[src/rtl/lifo_stack_param.sv]
// Parametrised synchronous LIFO stack with independent push/pop strobes, replace-top and bypass.
// Optional sticky overflow/underflow flags and the ErrClr/OVF/UDF ports exist only when LIFO_ERR_EN is defined.
module lifo_stack_param #(
  parameter int WIDTH     = 4,
  parameter int DEPTH     = 8,
  parameter int AF_THRESH = DEPTH - 1,
  localparam int CW       = $clog2(DEPTH + 1)
) (
  input  logic             Clk,
  input  logic             Rst,
  input  logic             EN,
  input  logic             Push,
  input  logic             Pop,
  input  logic [WIDTH-1:0] dataIn,
  output logic [WIDTH-1:0] dataOut,
  output logic             DataValid,
  output logic [CW-1:0]    Count,
  output logic             EMPTY,
  output logic             FULL,
  output logic             ALMOST_FULL
`ifdef LIFO_ERR_EN
  ,
  input  logic             ErrClr,
  output logic             OVF,
  output logic             UDF
`endif
);

  localparam int AW = (DEPTH > 1) ? $clog2(DEPTH) : 1;

  typedef enum logic [2:0] {
    OP_IDLE,
    OP_PUSH,
    OP_POP,
    OP_REPLACE,
    OP_BYPASS,
    OP_OVF,
    OP_UDF
  } op_t;

  logic [WIDTH-1:0] mem [DEPTH];
  op_t              op;
  logic [AW-1:0]    wr_idx;
  logic [AW-1:0]    top_idx;
  logic [CW-1:0]    count_dec;

  assign EMPTY       = (Count == '0);
  assign FULL        = (Count == CW'(DEPTH));
  assign ALMOST_FULL = (Count >= CW'(AF_THRESH));

  // Indices are only consumed when the decoded op guarantees they are in range.
  assign count_dec = Count - CW'(1);
  assign wr_idx    = AW'(Count);
  assign top_idx   = AW'(count_dec);

  always_comb begin
    op = OP_IDLE;
    if (EN) begin
      unique case ({Push, Pop})
        2'b10:   op = FULL  ? OP_OVF    : OP_PUSH;
        2'b01:   op = EMPTY ? OP_UDF    : OP_POP;
        2'b11:   op = EMPTY ? OP_BYPASS : OP_REPLACE;
        default: op = OP_IDLE;
      endcase
    end
  end

  // Storage array is deliberately not reset.
  always_ff @(posedge Clk) begin
    if (!Rst) begin
      if (op == OP_PUSH)    mem[wr_idx]  <= dataIn;
      if (op == OP_REPLACE) mem[top_idx] <= dataIn;
    end
  end

  always_ff @(posedge Clk) begin
    if (Rst) begin
      Count     <= '0;
      dataOut   <= '0;
      DataValid <= 1'b0;
    end else begin
      DataValid <= 1'b0;
      unique case (op)
        OP_PUSH: Count <= Count + CW'(1);
        OP_POP: begin
          dataOut   <= mem[top_idx];
          DataValid <= 1'b1;
          Count     <= count_dec;
        end
        OP_REPLACE: begin
          dataOut   <= mem[top_idx];
          DataValid <= 1'b1;
        end
        OP_BYPASS: begin
          dataOut   <= dataIn;
          DataValid <= 1'b1;
        end
        default: ;
      endcase
    end
  end

`ifdef LIFO_ERR_EN
  // Set has priority over ErrClr on the same edge.
  always_ff @(posedge Clk) begin
    if (Rst) begin
      OVF <= 1'b0;
      UDF <= 1'b0;
    end else begin
      if (op == OP_OVF)       OVF <= 1'b1;
      else if (EN && ErrClr)  OVF <= 1'b0;
      if (op == OP_UDF)       UDF <= 1'b1;
      else if (EN && ErrClr)  UDF <= 1'b0;
    end
  end
`endif

endmodule

[config.mk]
export PLATFORM = sky130hd
export DESIGN_NAME = lifo_stack_param
export DESIGN_NICKNAME = d
export VERILOG_FILES = /design/src/rtl/lifo_stack_param.sv
export SDC_FILE = /design/constraint.sdc
export NUM_CORES = 1
export LEC_CHECK = 0
export BUFFER_PORTS_ARGS = -buffer_cell sky130_fd_sc_hd__buf_2
export CORE_UTILIZATION = 60
export DETAILED_ROUTE_END_ITERATION = 8
export PLACE_DENSITY = 0.89
export SLEW_MARGIN = 20
export SYNTH_ARGS = -nofsm -noshare
export SYNTH_HDL_FRONTEND = slang
export SYNTH_SLANG_ARGS = --single-unit
[constraint.sdc]
create_clock -name Clk -period 6.55 [get_ports Clk]
set_input_delay 0.3275 -clock Clk [delete_from_list [all_inputs] [get_ports Clk]]
set_output_delay 0.3275 -clock Clk [all_outputs]
set_load 0.01 [all_outputs]
-- After elaboration in Yosys (flattened, before gate mapping)
Memories as Yosys holds them, arrays and structs flattened.
Cells that the tools add are included.
- register bits after elaboration: 9
- bits in writable memories: 32
- input bits: 9
- output and inout bits: 12
- word-level logic and storage cells: 38
- memories: 1
- memories (memory ; depth ; width ; rd ports ; clocked after Yosys merged registers in ; wr ports ; line ; source):
    mem ; 8 ; 4 ; 1 ; 0 ; 1 ; 41 ; logic [WIDTH-1:0] mem [DEPTH];
- add/subtract/negate cells: 2
- $lt $le $gt $ge: 1
- equality and inequality tests: 8
- muxes and demuxes: 17
- reduce and logical (&&, ||, !) cells: 6
- operators by type and width (kind ; number):
    4-bit one-hot mux with 2 select lines ; 2
    3-bit 2-to-1 mux ; 5
    3-bit one-hot mux with 3 select lines ; 1
    1-bit 2-to-1 mux ; 8
    3-bit by 2-bit == test with 1-bit output (second input constant) ; 2
    4-bit by 1-bit adder with 4-bit output (second input constant) ; 1
    2-bit == test (second input constant) ; 2
    4-bit == test (second input constant) ; 1
    4-bit by 3-bit greater-or-equal comparator with 1-bit output (second input constant) ; 1
    4-bit logical NOT ; 1
    4-bit 2-to-1 mux ; 1
    2-bit nonzero test ; 2
    4-bit OR reduction ; 1
    4-bit by 1-bit subtractor with 4-bit output (second input constant) ; 1
    3-bit by 1-bit == test with 1-bit output (second input constant) ; 1
    3-bit == test (second input constant) ; 1
    3-bit OR reduction ; 1
    2-bit by 1-bit == test with 1-bit output (second input constant) ; 1
    2-bit OR reduction ; 1

-- Logic depth before layout (Yosys ltp)
Gate-level depths: netlist of run 1.
- word-level depth: 10
- mapped depth: 10
- mapped depth without buffers: 7

-- Least setup slack after synthesis of run 1
Ideal clock, no wire load.
- path type: flip-flop to flip-flop
- from: reg Count[0]
- to: mem mem[0][0], enable pin
- setup time: 0.329 ns
- arrival time: 2.301 ns
- required time: 6.221 ns
- path slack: 3.919 ns
- stages on the path, launching flop included: 11
- buffers on the path: 3
- period minus slack after synthesis: 2.631 ns
- path through: dfxtp_1 buf_4 inv_2 ha_1 or3b_1 buf_6 inv_2 buf_6 or4_1 o211a_1 nor2_1
- cells in the longest elaborated chain, start to end: 10
- elaborated cells between the ends (all ways): 19
- those cells by class: 1 x add/sub; 3 x eq/ne; 13 x mux; 2 x reduce/logical
- ends and longest elaborated chain (item ; line ; source):
    start: declaration ; 17 ; output logic [CW-1:0] Count,
    start signal: assignment ; 84 ; OP_PUSH: Count <= Count + CW'(1);
    start signal: assignment ; 88 ; Count <= count_dec;
    4-bit logical NOT (*) ; 47 ; assign EMPTY = (Count == '0);
    net EMPTY ; 18 ; output logic EMPTY,
    3-bit 2-to-1 mux (on tied branches) ; 62, 61 ;
    3-bit one-hot mux with 3 select lines (*) ; 59 ; unique case ({Push, Pop})
    3-bit 2-to-1 mux (*) ; 58 ; if (EN) begin
    3-bit by 2-bit == test with 1-bit output ; 72 ; if (op == OP_REPLACE) mem[top_idx] <= dataIn;
    1-bit 2-to-1 mux ; 72 ;
    1-bit 2-to-1 mux ; 70 ; if (!Rst) begin
    1-bit 2-to-1 mux (not written as such) ; 72 ;
    4-bit OR reduction (no line) ; - ;
    3-bit 2-to-1 mux (no line) / 1-bit 2-to-1 mux (equally long branches) ; - ;
    end: declaration ; 41 ;
Mark *: on every way through the listed nets, which the timed path passes. The rest lies on a longest branch.

-- Worst setup path after layout of run 1
- from: reg Count[0]
- to: mem mem[5][3], enable pin
- cells in the longest elaborated chain, start to end: 10
- elaborated cells between the ends (all ways): 19
- those cells by class: 1 x add/sub; 3 x eq/ne; 13 x mux; 2 x reduce/logical
- ends and longest elaborated chain (item ; line):
    4-bit == test / 4-bit logical NOT (equally long branches) ; 48, 47
    3-bit 2-to-1 mux (on tied branches) ; 60, 61, 62
    3-bit one-hot mux with 3 select lines ; 59
    3-bit 2-to-1 mux ; 58
    3-bit by 2-bit == test with 1-bit output ; 72
    1-bit 2-to-1 mux ; 72
    1-bit 2-to-1 mux ; 70
    1-bit 2-to-1 mux (not written as such) ; 72
    4-bit OR reduction (no line) ; -
    3-bit 2-to-1 mux (no line) / 1-bit 2-to-1 mux (equally long branches) ; -
Several ways; a longest one is shown, not always the timed one.

==> impl_metrics.py, run 1 <==
metrics = {
    "timing": {
        "finalHoldViolations": 0,
        "slew_viol_final": 0,
        "period_needed_ns": 3.24,
        "setup_ws_ns": 3.31,
        "fin_setup_tns_ns": 0,
        "post-route-period-util_pct": 49.4,
        "setup_viol": 0,
        "fmax_mhz": 309,
        "max-slew-margin-rel_pct": 47.6,
        "worst_slew_pin_slew_ns": 0.785,
        "rsz0062_at_grt": "false",
        "skew_ns": 0.0148,
    },
    "setup_path": {
        "crit_slowest_cell": "dfxtp_1",
        "regToRegSetupSlack_ns": 3.31,
        "critPathRequiredTime_ns": 6.53,
        "cpLargestDelayFamily": "flip-flops",
        "rr_startpoint": "Count[0]",
        "critPathLaunch": "Count[0]",
        "critical-path-max-stage-delay_ns": 0.85,
        "path_max_fanout": 15,
        "start_kind": "flop",
        "critical_path_depth": 7,
        "cp-end-kind": "flop",
        "crit_arrival_ns": 3.22,
        "path_class": "flop to flop",
        "rr_worst_depth": 7,
        "timing.critical_path.mode_cell": "inv_2",
        "crit_buf_inv": 2,
        "cp-endpoint": "mem[5][3]",
        "r2r_end": "mem[5][3]",
        "crit_chain": "inv_2, ha_1, or3b_1, inv_2, nor3_1, a41oi_1, a21oi_1",
    },
    "worst_hold_path": {
        "holdCritStartpoint": "dataIn[0]",
        "hold_class": "input pin to flop",
    },
    "layout": {
        "stdcell_area_mm2": 0.00218,
        "fin_util_pct": 70.9,
        "layout-drive-gt1-share_pct": 23.2,
        "area_growth_pct": 10.5,
        "layout.nets": 178,
        "diodes": 0,
    },
    "placement": {
        "dp_hpwl_um": 2900,
        "place.gp.congestion": 0.905,
        "io_buffers": 20,
        "placed_area_mm2": 0.00208,
        "dp_worst_setup_slack_ns": 3.35,
    },
    "die": {
        "die_x_um": 59.4,
        "rows": 20,
        "die_h_um": 59.4,
        "io_pins": 21,
        "coreArea_mm2": 0.00308,
        "dieArea_mm2": 0.00352,
        "initial_core_util_pct": 64.1,
    },
    "logic_synthesis": {
        "yosysWarnings": 0,
        "synth-simple-area-share_pct": 14.1,
        "synth_top_area_cell": "edfxtp_1",
        "muxShareOfSynthArea_pct": 10.8,
        "synth_top_area_share_pct": 48.7,
        "yosysSeqAreaShare_pct": 57.8,
        "yosys.area_share.adder_pct": 1.27,
        "synth_cells": 149,
        "synth.distinct_cells": 47,
        "synth_compound_area_share_pct": 11.7,
        "ys_ff_latch": 41,
        "netlist_area_mm2": 0.00197,
        "synth-edff-count": 32,
        "syn_avg_cell_area_um2": 13.3,
        "synth_top_family_by_area": "simple AND/OR/NAND/NOR gates",
        "async_flop_share_pct": 0,
        "synth_area_leaders": "edfxtp_1 (49%), dfxtp_1 (9.1%), mux4_2 (9.1%)",
        "syn-num-nets": 160,
        "synth_xor_area_share_pct": 0.887,
        "synth_ff_type": "edfxtp_1",
    },
    "global_routing": {
        "antenna_found_initial": 0,
        "track_usage_pct": 26.3,
        "grt_pass1_wl_um": 6410,
        "global_route.overflow_total": 0,
        "grt_pass1_vias": 1285,
        "grt_max_degree": 17,
    },
    "route": {
        "drt_first_pass_iters": 4,
        "wire_per_inst_um": 19.0,
        "via_per_inst": 6.37,
        "num_vias": 1351,
        "drtIter0Drc": 79,
        "drt_wl_total_um": 4030,
        "ant_nets": 0,
        "drc": 0,
    },
    "clock_tree": {
        "root_buffer": "clkbuf_4",
        "clk_pin_slew_ns": 0.13,
        "h-tree-depth": 2,
        "tritoncts": "done",
        "cts.path.max_buffers": 2,
        "holdBufCountCts": 0,
        "clock-sinks": 41,
        "cts_setup_buffers": 0,
        "numCtsBuffers": 5,
        "insertion_delay_ns": 0.34,
        "cts_resized": 0,
    },
    "power": {
        "p_per_area_mw_per_mm2": 256,
        "ir_drop_v": 0.000299,
        "power.leakage_nw": 0.783,
        "p_total_mw": 0.558,
    },
    "run": {
        "drv_cap": 0,
    },
    "run_status": {
        "status": "finished, final reports clean",
    },
}
[flip-flops by register name, summed over array words and instances, names as in the netlist]
register and flops:
Count 4, DataValid 1, dataOut 4, mem 32
[report_power, final]
part	internal (mW)	total (mW)	switching [mW]
sequential	0.284	0.291	0.00621
combinational	0.0258	0.0648	0.0390
clock	0.120	0.203	0.0824
[final cells by class]
cell class / count / area [um2]
flip-flops and latches: 41 / 1140
multi-input cells: 95 / 764
fillers: 225 / 896
repair buffers: 20 / 100
inverters: 4 / 15.0
clock inverters: 3 / 68.8
well taps: 44 / 55.1
clock buffers: 5 / 37.5
[cell usage in the layout (no fill, tap or decap), types with 2 or more instances in the layout]
cell       instances
mux4_2             8
clkbuf_4           5
inv_1              2
a21o_1             6
nand2_1            3
nand3_1            5
buf_2             20
nor2b_1            4
dfxtp_1            9
nand4_1            3
nor2_1            13
ha_1               2
or4_1              2
a211oi_1           5
and3b_1            3
nor3_1             4
a21oi_1            4
inv_2              2
o211ai_1           6
bufinv_16          2
mux2_1             2
edfxtp_1          32
o211a_1            2
[cells by family (layout without fill, tap and decap cells)]
| logic type | count (synthesis) | count (layout) |
|---|---|---|
| AOI/OAI and AO/OA | 31 | 31 |
| adders and majority gates | 2 | 2 |
| xor gates and xnor gates | 2 | 2 |
| DFF | 41 | 41 |
| muxes | 11 | 11 |
| and+or+nand+nor | 49 | 49 |
| buffers and inverters | 13 | 32 |
[per-stage QoR]
step	instances	hold slack [ns]
3_5_place_dp	204	0.445
3_3_place_gp	204	0.429
6_report	212	0.304
2_1_floorplan	149	0.426
5_1_grt	212	0.283
4_1_cts	212	0.294
[cell usage after synthesis, drive strengths merged, types with 2 or more instances]
| master | n |
|---|---|
| mux2 | 2 |
| buf | 4 |
| nand3 | 5 |
| nor2b | 4 |
| dfxtp | 9 |
| o211ai | 6 |
| o211a | 2 |
| a21o | 6 |
| mux4 | 8 |
| and3b | 3 |
| nor2 | 13 |
| clkbuf | 5 |
| a211oi | 5 |
| nand4 | 3 |
| nand2 | 3 |
| ha | 2 |
| or4 | 2 |
| inv | 4 |
| nor3 | 5 |
| edfxtp | 32 |
| a21oi | 4 |
[how the worst min path moves through the flow]
| stage | end | slack [ns] | cells past startpoint |
|---|---|---|---|
| after floorplan | mem[0][0] | 0.43 | 0 |
| after global placement | dataOut[1] | 0.43 | 1 |
| after detailed placement | dataOut[3] | 0.44 | 1 |
| after CTS | mem[4][1] | 0.29 | 1 |
| after global routing | mem[3][2] | 0.28 | 1 |
| final | mem[3][0] | 0.30 | 1 |
[layer usage]
metal / part of all wire (%) / vias to the layer above / global-route usage [%]
li1: - / 623 / -
met5: 0 / - / 0
met3: 6.4 / 12 / 5.46
met4: 2.6 / 0 / 10.2
met2: 51 / 63 / 43.8
met1: 40 / 653 / 33.9
No activity file was read; power rests on OpenSTA's default activity.
==> run 2: changes to the inputs <==
CORE_UTILIZATION = 57   (was 60)
PLACE_DENSITY = 0.86   (was 0.89)
clock period = 3.3 ns   (was 6.55 ns; I/O delays follow)
==> impl_metrics.py, run 2 (synthesis results as in run 1) <==
metrics = {
    "setup_path": {
        "path_max_fanout": 11,
        "cp-end-kind": "flop",
        "critical-path-max-stage-delay_ns": 0.55,
        "r2r_end": "mem[1][0]",
        "crit_arrival_ns": 2.79,
        "crit_chain": "inv_1, ha_1, or3b_1, inv_2, or4_1, o211a_1, nor2_1",
        "critPathRequiredTime_ns": 3.33,
        "crit_buf_inv": 2,
        "path_class": "flop to flop",
        "rr_worst_depth": 7,
        "crit_slowest_cell": "or4_1",
        "start_kind": "flop",
        "rr_startpoint": "Count[1]",
        "regToRegSetupSlack_ns": 0.54,
        "cpLargestDelayFamily": "simple AND/OR/NAND/NOR gates",
    },
    "die": {
        "coreArea_mm2": 0.00334,
        "initial_core_util_pct": 59.2,
        "rows": 21,
        "io_pins": 21,
        "die_x_um": 60.9,
        "dieArea_mm2": 0.00370,
        "die_h_um": 60.9,
    },
    "clock_tree": {
        "h-tree-depth": 2,
        "clk_pin_slew_ns": 0.11,
        "cts.path.max_buffers": 2,
        "root_buffer": "clkbuf_4",
        "insertion_delay_ns": 0.35,
        "cts_setup_buffers": 0,
        "numCtsBuffers": 5,
        "tritoncts": "done",
        "cts_resized": 0,
        "holdBufCountCts": 0,
        "clock-sinks": 41,
    },
    "power": {
        "clockPowerShare_pct": 27.0,
        "p_seq_share_pct": 58.9,
        "p_switching_mw": 0.248,
        "p_total_mw": 0.970,
        "ir_drop_v": 0.000280,
        "p_int_mw": 0.722,
        "power.leakage_nw": 0.769,
        "p_per_area_mw_per_mm2": 450,
        "pwr-share-comb_pct": 14.1,
        "switching_share_pct": 25.5,
    },
    "placement": {
        "place.gp.congestion": 0.913,
        "io_buffers": 20,
        "dp_hpwl_um": 2700,
        "dp_worst_setup_slack_ns": 0.579,
    },
    "global_routing": {
        "grt_max_degree": 17,
        "track_usage_pct": 22.8,
        "grt_pass1_wl_um": 5800,
        "global_route.overflow_total": 0,
        "antenna_found_initial": 0,
        "grt_pass1_vias": 1189,
    },
    "layout": {
        "seqCellArea_mm2": 0.00114,
        "regMostFlops": "mem",
        "final_common_cell": "edfxtp_1",
        "diodes": 0,
        "nFillCells": 272,
        "multi_input_area_um2": 764,
        "layout.nets": 180,
        "largest_reg_flops": 32,
        "fin_util_pct": 64.6,
        "layout-drive-gt1-share_pct": 23.5,
        "area_growth_pct": 9.19,
        "top_regs": "mem x32, Count x4, dataOut x4",
        "final_cell_mix": "edfxtp_1 (32), buf_2 (20), nor2_1 (13), dfxtp_1 (9), mux4_2 (8)",
    },
    "route": {
        "drtIter0Drc": 103,
        "num_vias": 1335,
        "wire_per_inst_um": 17.7,
        "via_per_inst": 6.18,
        "drt_wl_total_um": 3820,
        "ant_nets": 0,
        "drc": 0,
        "drt_first_pass_iters": 4,
    },
    "timing": {
        "period_needed_ns": 2.76,
        "setup_ws_ns": 0.540,
        "setup_viol": 0,
        "fmax_mhz": 362,
        "max-slew-margin-rel_pct": 63.8,
        "fin_setup_tns_ns": 0,
        "skew_ns": 0.00161,
        "post-route-period-util_pct": 83.6,
        "hold_ws_ns": 0.134,
        "rsz0062_at_grt": "false",
        "slew_viol_final": 0,
        "worst_slew_pin_slew_ns": 0.542,
        "finalHoldViolations": 0,
    },
    "worst_hold_path": {
        "worstHoldEndpoint": "mem[3][2]",
        "hold-path-cell-count": 1,
        "hold_class": "input pin to flop",
        "holdCritStartpoint": "dataIn[2]",
    },
    "run": {
        "drv_cap": 0,
    },
    "run_status": {
        "status": "finished, final reports clean",
    },
}
## run 2: cell count changes in the layout (fill, tap and decap cells not counted), sizes merged
cell / change
clkinvlp: +1
bufinv: -2
clkbuf: +2
buf: +2
inv: -1
## run 2: worst reg2reg max path, cell delays in order (launching register included)
cell and delay (ns):
dfxtp_1 0.45, inv_1 0.10, ha_1 0.33, or3b_1 0.41
inv_2 0.18, or4_1 0.55, o211a_1 0.15, nor2_1 0.27
## run 2: area by class of cell
cell class | instances | share of cell area [%]
clock buffers | 7 | 2.55
clock inverters | 1 | 0.348
inverters | 4 | 0.696
multi-input cells | 95 | 35.5
flip-flops and latches | 41 | 52.9
well taps | 46 | 2.67
repair buffers | 22 | 5.34
## run 2: worst max path at each step
| stage | from | to | slack, ns | cells past startpoint |
|---|---|---|---|---|
| detailed placement | Count[1] | mem[1][1] | 0.58 | 7 |
| floorplan | Count[0] | mem[0][0] | 0.67 | 10 |
| finish | Count[1] | mem[1][0] | 0.54 | 7 |
| global route | Count[1] | mem[1][1] | 0.37 | 7 |
| global placement | Count[1] | mem[1][1] | 0.72 | 7 |
| CTS | Count[1] | mem[1][1] | 0.57 | 7 |
## run 2: per-stage QoR
stage | cell area (um2) | instances
global route | 2160 | 216
floorplan | 1970 | 149
finish | 2160 | 216
detailed placement | 2090 | 208
CTS | 2160 | 216
global placement | 2090 | 208
## run 2: routing by layer
metal | up-vias | track usage (%) | routed length [um]
li1 | 625 | - | -
met1 | 643 | 30.5 | 1640
met2 | 63 | 35.9 | 1890
met3 | 4 | 5.97 | 249
met4 | 0 | 9.09 | 44
met5 | - | 0 | 0
## run 2: power by group through the flow
stage	logic, mW	clock network [mW]	registers, mW
2_1_floorplan	0.0988	0	0.586
3_3_place_gp	0.131	0	0.582
3_5_place_dp	0.136	0	0.583
4_1_cts	0.136	0.268	0.571
5_1_grt	0.149	0.281	0.572
6_report	0.137	0.262	0.571
==> run 3: changes to the inputs <==
CORE_UTILIZATION = 52   (was 57)
PLACE_DENSITY = 0.83   (was 0.86)
clock period = 2.5 ns   (was 3.3 ns; I/O delays follow)
==> impl_metrics.py, run 3 (synthesis results as in run 1) <==
metrics = {
    "run_status": {
        "status": "finished, final reports clean",
    },
    "placement": {
        "dp_hpwl_um": 2800,
        "io_buffers": 20,
        "dp_worst_setup_slack_ns": 0.0927,
        "placed_area_mm2": 0.00213,
        "place.gp.congestion": 0.898,
    },
    "route": {
        "via_per_inst": 5.97,
        "drt_first_pass_iters": 4,
        "drtIter0Drc": 68,
        "ant_nets": 0,
        "num_vias": 1325,
        "drc": 0,
        "drt_wl_total_um": 3790,
        "wire_per_inst_um": 17.1,
    },
    "worst_hold_path": {
        "hold_class": "input pin to flop",
        "hold-path-cell-count": 1,
        "holdCritStartpoint": "dataIn[0]",
        "worstHoldEndpoint": "mem[2][0]",
    },
    "global_routing": {
        "grt_max_degree": 17,
        "antenna_found_initial": 0,
        "grt_pass1_vias": 1246,
        "global_route.overflow_total": 0,
        "track_usage_pct": 20.6,
        "grt_pass1_wl_um": 6200,
    },
    "timing": {
        "setup_viol": 0,
        "worst_slew_pin_slew_ns": 0.426,
        "post-route-period-util_pct": 95.9,
        "finalHoldViolations": 0,
        "skew_ns": 0.0120,
        "period_needed_ns": 2.40,
        "setup_ws_ns": 0.103,
        "slew_viol_final": 0,
        "max-slew-margin-rel_pct": 71.6,
        "fmax_mhz": 417,
        "rsz0062_at_grt": "false",
    },
    "setup_path": {
        "crit_slowest_cell": "or4_1",
        "r2r_end": "mem[3][1]",
        "crit_arrival_ns": 2.35,
        "rr_worst_depth": 5,
        "crit_chain": "inv_1, ha_1, or4_1, o211a_1, nor2_1",
        "critical-path-max-stage-delay_ns": 0.56,
        "start_kind": "flop",
        "path_class": "flop to flop",
        "regToRegSetupSlack_ns": 0.10,
        "rr_startpoint": "Count[1]",
        "cp-end-kind": "flop",
        "critPathRequiredTime_ns": 2.45,
        "path_max_fanout": 7,
    },
    "clock_tree": {
        "cts.path.max_buffers": 2,
        "h-tree-depth": 2,
        "holdBufCountCts": 0,
        "tritoncts": "done",
        "clock-sinks": 41,
        "numCtsBuffers": 5,
        "cts_setup_buffers": 0,
        "insertion_delay_ns": 0.29,
        "clk_pin_slew_ns": 0.08,
        "root_buffer": "clkbuf_8",
    },
    "layout": {
        "area_growth_pct": 14.6,
        "layout-drive-gt1-share_pct": 29.9,
        "largest_reg_flops": 32,
        "diodes": 0,
        "top_regs": "mem x32, Count x4, dataOut x4",
        "regMostFlops": "mem",
        "final_common_cell": "edfxtp_1",
        "layout.nets": 184,
        "stdcell_area_mm2": 0.00226,
        "final_cell_mix": "edfxtp_1 (32), buf_2 (20), nor2_1 (10), dfxtp_1 (8), mux4_2 (8)",
    },
    "die": {
        "coreArea_mm2": 0.00366,
        "dieArea_mm2": 0.00405,
        "die_x_um": 63.6,
        "initial_core_util_pct": 53.9,
        "die_h_um": 63.6,
        "rows": 22,
        "io_pins": 21,
    },
    "run": {
        "drv_cap": 0,
    },
    "power": {
        "ir_drop_v": 0.000588,
        "power.leakage_nw": 0.814,
        "p_per_area_mw_per_mm2": 659,
    },
}
## run 3: layer usage
| layer | vias up | track usage, % | wire (um) |
|---|---|---|---|
| met5 | - | 0 | 0 |
| met4 | 0 | 4.55 | 35 |
| met3 | 7 | 5.43 | 220 |
| met2 | 43 | 34.6 | 1900 |
| met1 | 641 | 26.7 | 1630 |
| li1 | 634 | - | - |
## run 3: how the worst max path moves through the flow
stage	start	end	slack (ns)	depth (start not counted)
detailed placement	Count[1]	mem[6][3]	0.09	5
floorplan	Count[0]	mem[0][0]	-0.01	10
finish	Count[1]	mem[3][1]	0.10	5
global placement	Count[1]	mem[6][2]	0.13	5
global route	Count[1]	mem[5][0]	0.003	6
CTS	Count[1]	mem[6][1]	0.05	5
## run 3: what timing repair did
item,4_1_cts,5_1_grt
setup endpoints to repair,0,20
hold endpoints to repair,0,0
gates resized for setup,0,6
## run 3: stage by stage
| stage | total power [mW] | hold slack (ns) | instances | utilization (%) | TNS [ns] |
|---|---|---|---|---|---|
| global route | 1.55 | 0.149 | 222 | 61.8 | 0 |
| floorplan | 0.904 | 0.224 | 149 | - | -0.108 |
| global placement | 0.956 | 0.431 | 214 | 58.1 | 0 |
| CTS | 1.50 | 0.138 | 222 | 61.4 | 0 |
| finish | 1.49 | 0.141 | 222 | 61.8 | 0 |
| detailed placement | 0.961 | 0.437 | 214 | 58.1 | 0 |
## run 3: layout make-up
type	count	area, um2
fill	275	1400
timing repair buffer	26	145
multi-input combinational	95	781
tap	48	60.1
clock inverter	2	37.5
sequential	41	1140
clock buffer	6	82.6
inverter	4	15.0
## run 3: where the power goes
part	internal [mW]	switching [mW]	total (mW)
combinational	0.0807	0.116	0.197
sequential	0.746	0.00649	0.752
clock	0.324	0.219	0.544
## run 3: worst max-delay path, delay by kind of cell (launching register included)
kind	cells	cell delay [ns]
compound gates	1	0.27
fa+ha+maj	1	0.36
buf+inv	1	0.12
flops	1	0.44
simple gates	2	0.87
